**config.mk**
```make
export PLATFORM = sky130hd
export DESIGN_NAME = somador_serial
export DESIGN_NICKNAME = d
export VERILOG_FILES = /design/src/rtl/somador_serial.sv
export SDC_FILE = /design/constraint.sdc
export NUM_CORES = 1
export LEC_CHECK = 0
export CAP_MARGIN = 20
export CORE_AREA = 4 4 41 43
export CTS_BUF_LIST = sky130_fd_sc_hd__clkbuf_2 sky130_fd_sc_hd__clkbuf_4 sky130_fd_sc_hd__clkbuf_8
export DETAILED_ROUTE_END_ITERATION = 16
export DIE_AREA = 0 0 45 47
export MAX_ROUTING_LAYER = met4
export PLACE_DENSITY = 0.71
export SETUP_SLACK_MARGIN = 0.02
export SLEW_MARGIN = 15
export SYNTH_ARGS = -nofsm -noshare
export SYNTH_HDL_FRONTEND = slang
export SYNTH_SLANG_ARGS = --single-unit
export TNS_END_PERCENT = 5
```
**constraint.sdc**
```tcl
create_clock -name clk -period 1.4 [get_ports clk]
set_input_delay 0.35 -clock clk [delete_from_list [all_inputs] [get_ports clk]]
set_output_delay 0.35 -clock clk [all_outputs]
set_load 0.01 [all_outputs]
```
**src/rtl/somador_serial.sv**
```systemverilog
// somador_serial: bit-serial N-bit unsigned adder, LSB first, one bit per clock.
// A start pulse captures a, b and cin. After N processing edges the sum and
// carry-out are published on s/cout together with a one-cycle pronto pulse.
// Optional macro SOMADOR_SERIAL_OVERFLOW_EN adds a registered signed-overflow
// flag (ovf); with the macro undefined the port and its logic do not exist.
module somador_serial #(
  parameter int N = 2
) (
  input  logic         clk,
  input  logic         rst,
  input  logic         inicio,
  input  logic [N-1:0] a,
  input  logic [N-1:0] b,
  input  logic         cin,
  output logic [N-1:0] s,
  output logic         cout,
  output logic         pronto,
  output logic         ocupado
`ifdef SOMADOR_SERIAL_OVERFLOW_EN
  ,
  output logic         ovf
`endif
);

  // The counter must be able to hold N-1, the value on the final processing edge
  localparam int CW = (N > 1) ? $clog2(N + 1) : 1;
  localparam logic [CW-1:0] LAST = CW'(N - 1);

  localparam logic [1:0] OCIOSO  = 2'd0;
  localparam logic [1:0] SOMANDO = 2'd1;
  localparam logic [1:0] FIM     = 2'd2;

  logic [1:0]    r_state;
  logic [N-1:0]  r_shA;
  logic [N-1:0]  r_shB;
  logic [N-1:0]  r_res;
  logic          r_carry;
  logic [CW-1:0] r_cnt;
  logic [N-1:0]  r_s;
  logic          r_cout;
  logic          r_pronto;

  logic          w_sumBit;
  logic          w_carryNext;
  logic [N-1:0]  w_resNext;
  logic          w_start;
  logic          w_finish;

  // One-bit full adder working on the current LSBs and the registered carry
  assign w_sumBit    = r_shA[0] ^ r_shB[0] ^ r_carry;
  assign w_carryNext = (r_shA[0] & r_shB[0]) | (r_carry & (r_shA[0] ^ r_shB[0]));

  // Start is honoured only when idle or in the single done cycle
  assign w_start  = inicio && ((r_state == OCIOSO) || (r_state == FIM));
  assign w_finish = (r_state == SOMANDO) && (r_cnt == LAST);

  // Each new sum bit enters at the MSB so that after N shifts the LSB sits at bit 0
  generate
    if (N == 1) begin : g_resOne
      assign w_resNext = w_sumBit;
    end else begin : g_resMany
      assign w_resNext = {w_sumBit, r_res[N-1:1]};
    end
  endgenerate

  // Sequencing and serial datapath: load on start, shift once per edge while adding
  always_ff @(posedge clk) begin
    if (rst) begin
      r_state <= OCIOSO;
      r_shA   <= '0;
      r_shB   <= '0;
      r_res   <= '0;
      r_carry <= 1'b0;
      r_cnt   <= '0;
    end else begin
      case (r_state)
        OCIOSO, FIM: begin
          if (w_start) begin
            r_shA   <= a;
            r_shB   <= b;
            r_carry <= cin;
            r_cnt   <= '0;
            r_res   <= '0;
            r_state <= SOMANDO;
          end else begin
            r_state <= OCIOSO;
          end
        end
        SOMANDO: begin
          r_shA   <= r_shA >> 1;
          r_shB   <= r_shB >> 1;
          r_carry <= w_carryNext;
          r_res   <= w_resNext;
          r_cnt   <= r_cnt + CW'(1);
          if (r_cnt == LAST) begin
            r_state <= FIM;
          end
        end
        default: begin
          r_state <= OCIOSO;
        end
      endcase
    end
  end

  // Published result: only the completion edge or reset may change s/cout
  always_ff @(posedge clk) begin
    if (rst) begin
      r_s      <= '0;
      r_cout   <= 1'b0;
      r_pronto <= 1'b0;
    end else begin
      r_pronto <= w_finish;
      if (w_finish) begin
        r_s    <= w_resNext;
        r_cout <= w_carryNext;
      end
    end
  end

`ifdef SOMADOR_SERIAL_OVERFLOW_EN
  logic r_ovf;

  // Signed overflow: on the last edge r_carry is the carry into the MSB
  always_ff @(posedge clk) begin
    if (rst) begin
      r_ovf <= 1'b0;
    end else if (w_finish) begin
      r_ovf <= r_carry ^ w_carryNext;
    end
  end

  assign ovf = r_ovf;
`endif

  assign s       = r_s;
  assign cout    = r_cout;
  assign pronto  = r_pronto;
  assign ocupado = (r_state == SOMANDO);

endmodule

```
==> out/results.ini <==
[yosys]
synth_warnings=0
synth_area_leader_cell=dfxtp_1
synth_seq_cells=14
synth-seq-area-share_pct=49.3
ys_types=17
yosysMostFrequentCell=dfxtp_1
syn-num-nets=75
synth_top_area_share_pct=49.3
syn_avg_cell_area_um2=8.74
synth-edff-count=0
yosys-top-cells-area=dfxtp_1 49%, nand2_1 7.9%, a21oi_1 6.2%, nand3_1 6.2%, nor2_1 4.6%
netlist_top_cells_count=14 x dfxtp_1, 12 x nand2_1, 7 x a21oi_1, 7 x nand3_1, 7 x nor2_1
synth_ff_type=dfxtp_1
synth_cells=65
synthArstFlopShare_pct=0
syn_area_um2=568

[floorplanning]
num_io_pins=13
die_w_um=45
start_util_pct=43.7
core_mm2=0.00130
die_height_um=47
dieArea_mm2=0.00212
core.rowCount=13

[timing]
worst_pin_slew_ns=0.329
finalSetupViolCount=0
holdWs_ns=0.453
rsz0062_at_grt=false
finalCritPeriodShare_pct=92.5
setup_slack_ns=0.105
relSlewSlack_pct=78.0
fin_tns_setup_ns=0
fmax_ghz=0.772
finalClockSkew_ns=0.00429
timing_hold_violations_final=0
layout_min_cycle_time_ns=1.29
drv_slew=0

[critical_path]
critPathKind=flip-flop to primary output
crit_path_cell_trace=nand2b_1 -> inv_1 -> buf_2
required_ns=1.05
worst_r2r_startpoint=r_state[0]
end_kind=primary output
cp_top_family=flip-flops
r2r_cells=4
cp_slowest_cell=dfxtp_1
critical_path.max_fanout=2
startpoint_type=flip-flop
rrSetupSlack_ns=0.20
slowest_delay_ns=0.32
path_buf_inv=2
r2r_end=r_shA[0]
cp_data_arrival_time_ns=0.94

[placement]
gp_congestion=0.723
io_buffers=12
place_area_um2=733
pre_cts_slack_ns=-0.130
dp_cells=96
hpwl_um=841

[clock_tree]
numCtsBuffers=3
clkSinkCount=14
hold_buffers=0
clock_latency_ns=0.28
clk_pin_slew_ns=0.08
clockRootBuffer=clkbuf_4
ctsHtreeMaxLevel=1
post_cts_buffers=0
post_cts_resized=8
cts_buffer_depth=2
cts_tree=built

[status]
status=completed

[power]
ir_drop_uv=641
power.total_uw=861
power.density_mw_per_mm2=1130
p_leak_nw=0.322

[route]
drt_iter0_drc=10
detail_route.first_pass.iterations=4
antenna_left=0
wl_per_cell_um=11.3
routed_wl_mm=1.13
drc=0
routed_via_density=5.07
vias=507

[layout]
n_antenna_cell=0
fin_util_pct=58.4
area_growth_pct=33.7
fin_cells=100
layout-drive-gt1-share_pct=14.1
nNetsFinal=96
stdcell_area_um2=759

[global_route]
grt_pass1_wl_mm=1.97
grt_max_degree=13
grt_use_total_pct=13.7
overflow=0
grt_antenna_before_repair=0
grt_pass1_vias=462

[min_path]
hold_path_startpoint=s[1]
hold_class=flip-flop to flip-flop
hold_path_depth=2
hold_end=s[1]

[flow_run]
maxCapViolations=0

==> worst register-to-register path: cells and delay by family, from the launching register on <==
family / cells / cell delay [ns]
and+or+nand+nor: 2 / 0.40
buffers and inverters: 1 / 0.12
DFF: 1 / 0.34
AOI/OAI and AO/OA: 1 / 0.25
==> per-layer routing <==
layer  share of wire (%)  track usage, %  vias up
li1                    -               -      262
met1                  43            15.7      225
met2                  48            22.0       14
met3                 6.9            2.30        6
met4                 1.9            8.77        0
met5                   0               -        -
==> report_power, final <==
| part | total [mW] | internal [mW] | switching (mW) |
|---|---|---|---|
| clock network | 0.288 | 0.158 | 0.130 |
| logic | 0.137 | 0.0698 | 0.0670 |
| registers | 0.436 | 0.421 | 0.0146 |
| total | 0.861 | 0.649 | 0.211 |
==> state kept, by name, summed over array words and instances, names as in the netlist <==
register and cells:
cout 1, s 2, r_shB 2, r_state 2, pronto 1, r_res 1, r_cnt 2, r_shA 2
r_carry 1
==> final cells by class <==
class	count	area, um^2
clock buffers	4	36.3
flip-flops and latches	14	280
fillers	121	542
repair buffers	19	163
inverters	2	7.51
multi-input cells	46	254
well taps	15	18.8
==> layout by cell type (no fill, tap or decap), drive strengths merged, types with 2 or more instances in the layout <==
cell and n:
inv 2, buf 8, clkbuf 4, nand3 7, nor2 7, nand2 12
clkdlybuf4s50 7, dfxtp 14, a311oi 3, nand2b 3, dlygate4sd2 4, a21oi 7
==> cells by family (layout without fill, tap and decap cells) <==
group	count (synthesis)	in the layout	synth area share, %
AO/OA/AOI/OAI	12	12	13.2
adder cells (fa/ha/maj)	2	2	5.73
buffers and inverters	5	25	5.95
flip-flops	14	14	49.3
AND/OR/NAND/NOR	32	32	25.8
==> how the worst max path moves through the flow <==
stage | start | slack [ns] | to | cells after the start
2_1_floorplan | r_shA[0] | 0.32 | s[1] | 3
3_3_place_gp | inicio | -0.09 | r_shB[0] | 4
6_report | r_state[1] | 0.11 | ocupado | 3
4_1_cts | r_state[1] | 0.1 | ocupado | 3
5_1_grt | inicio | 0.04 | r_carry | 4
3_5_place_dp | inicio | -0.13 | r_carry | 4
Note: power is estimated with default switching activity, not from simulation.
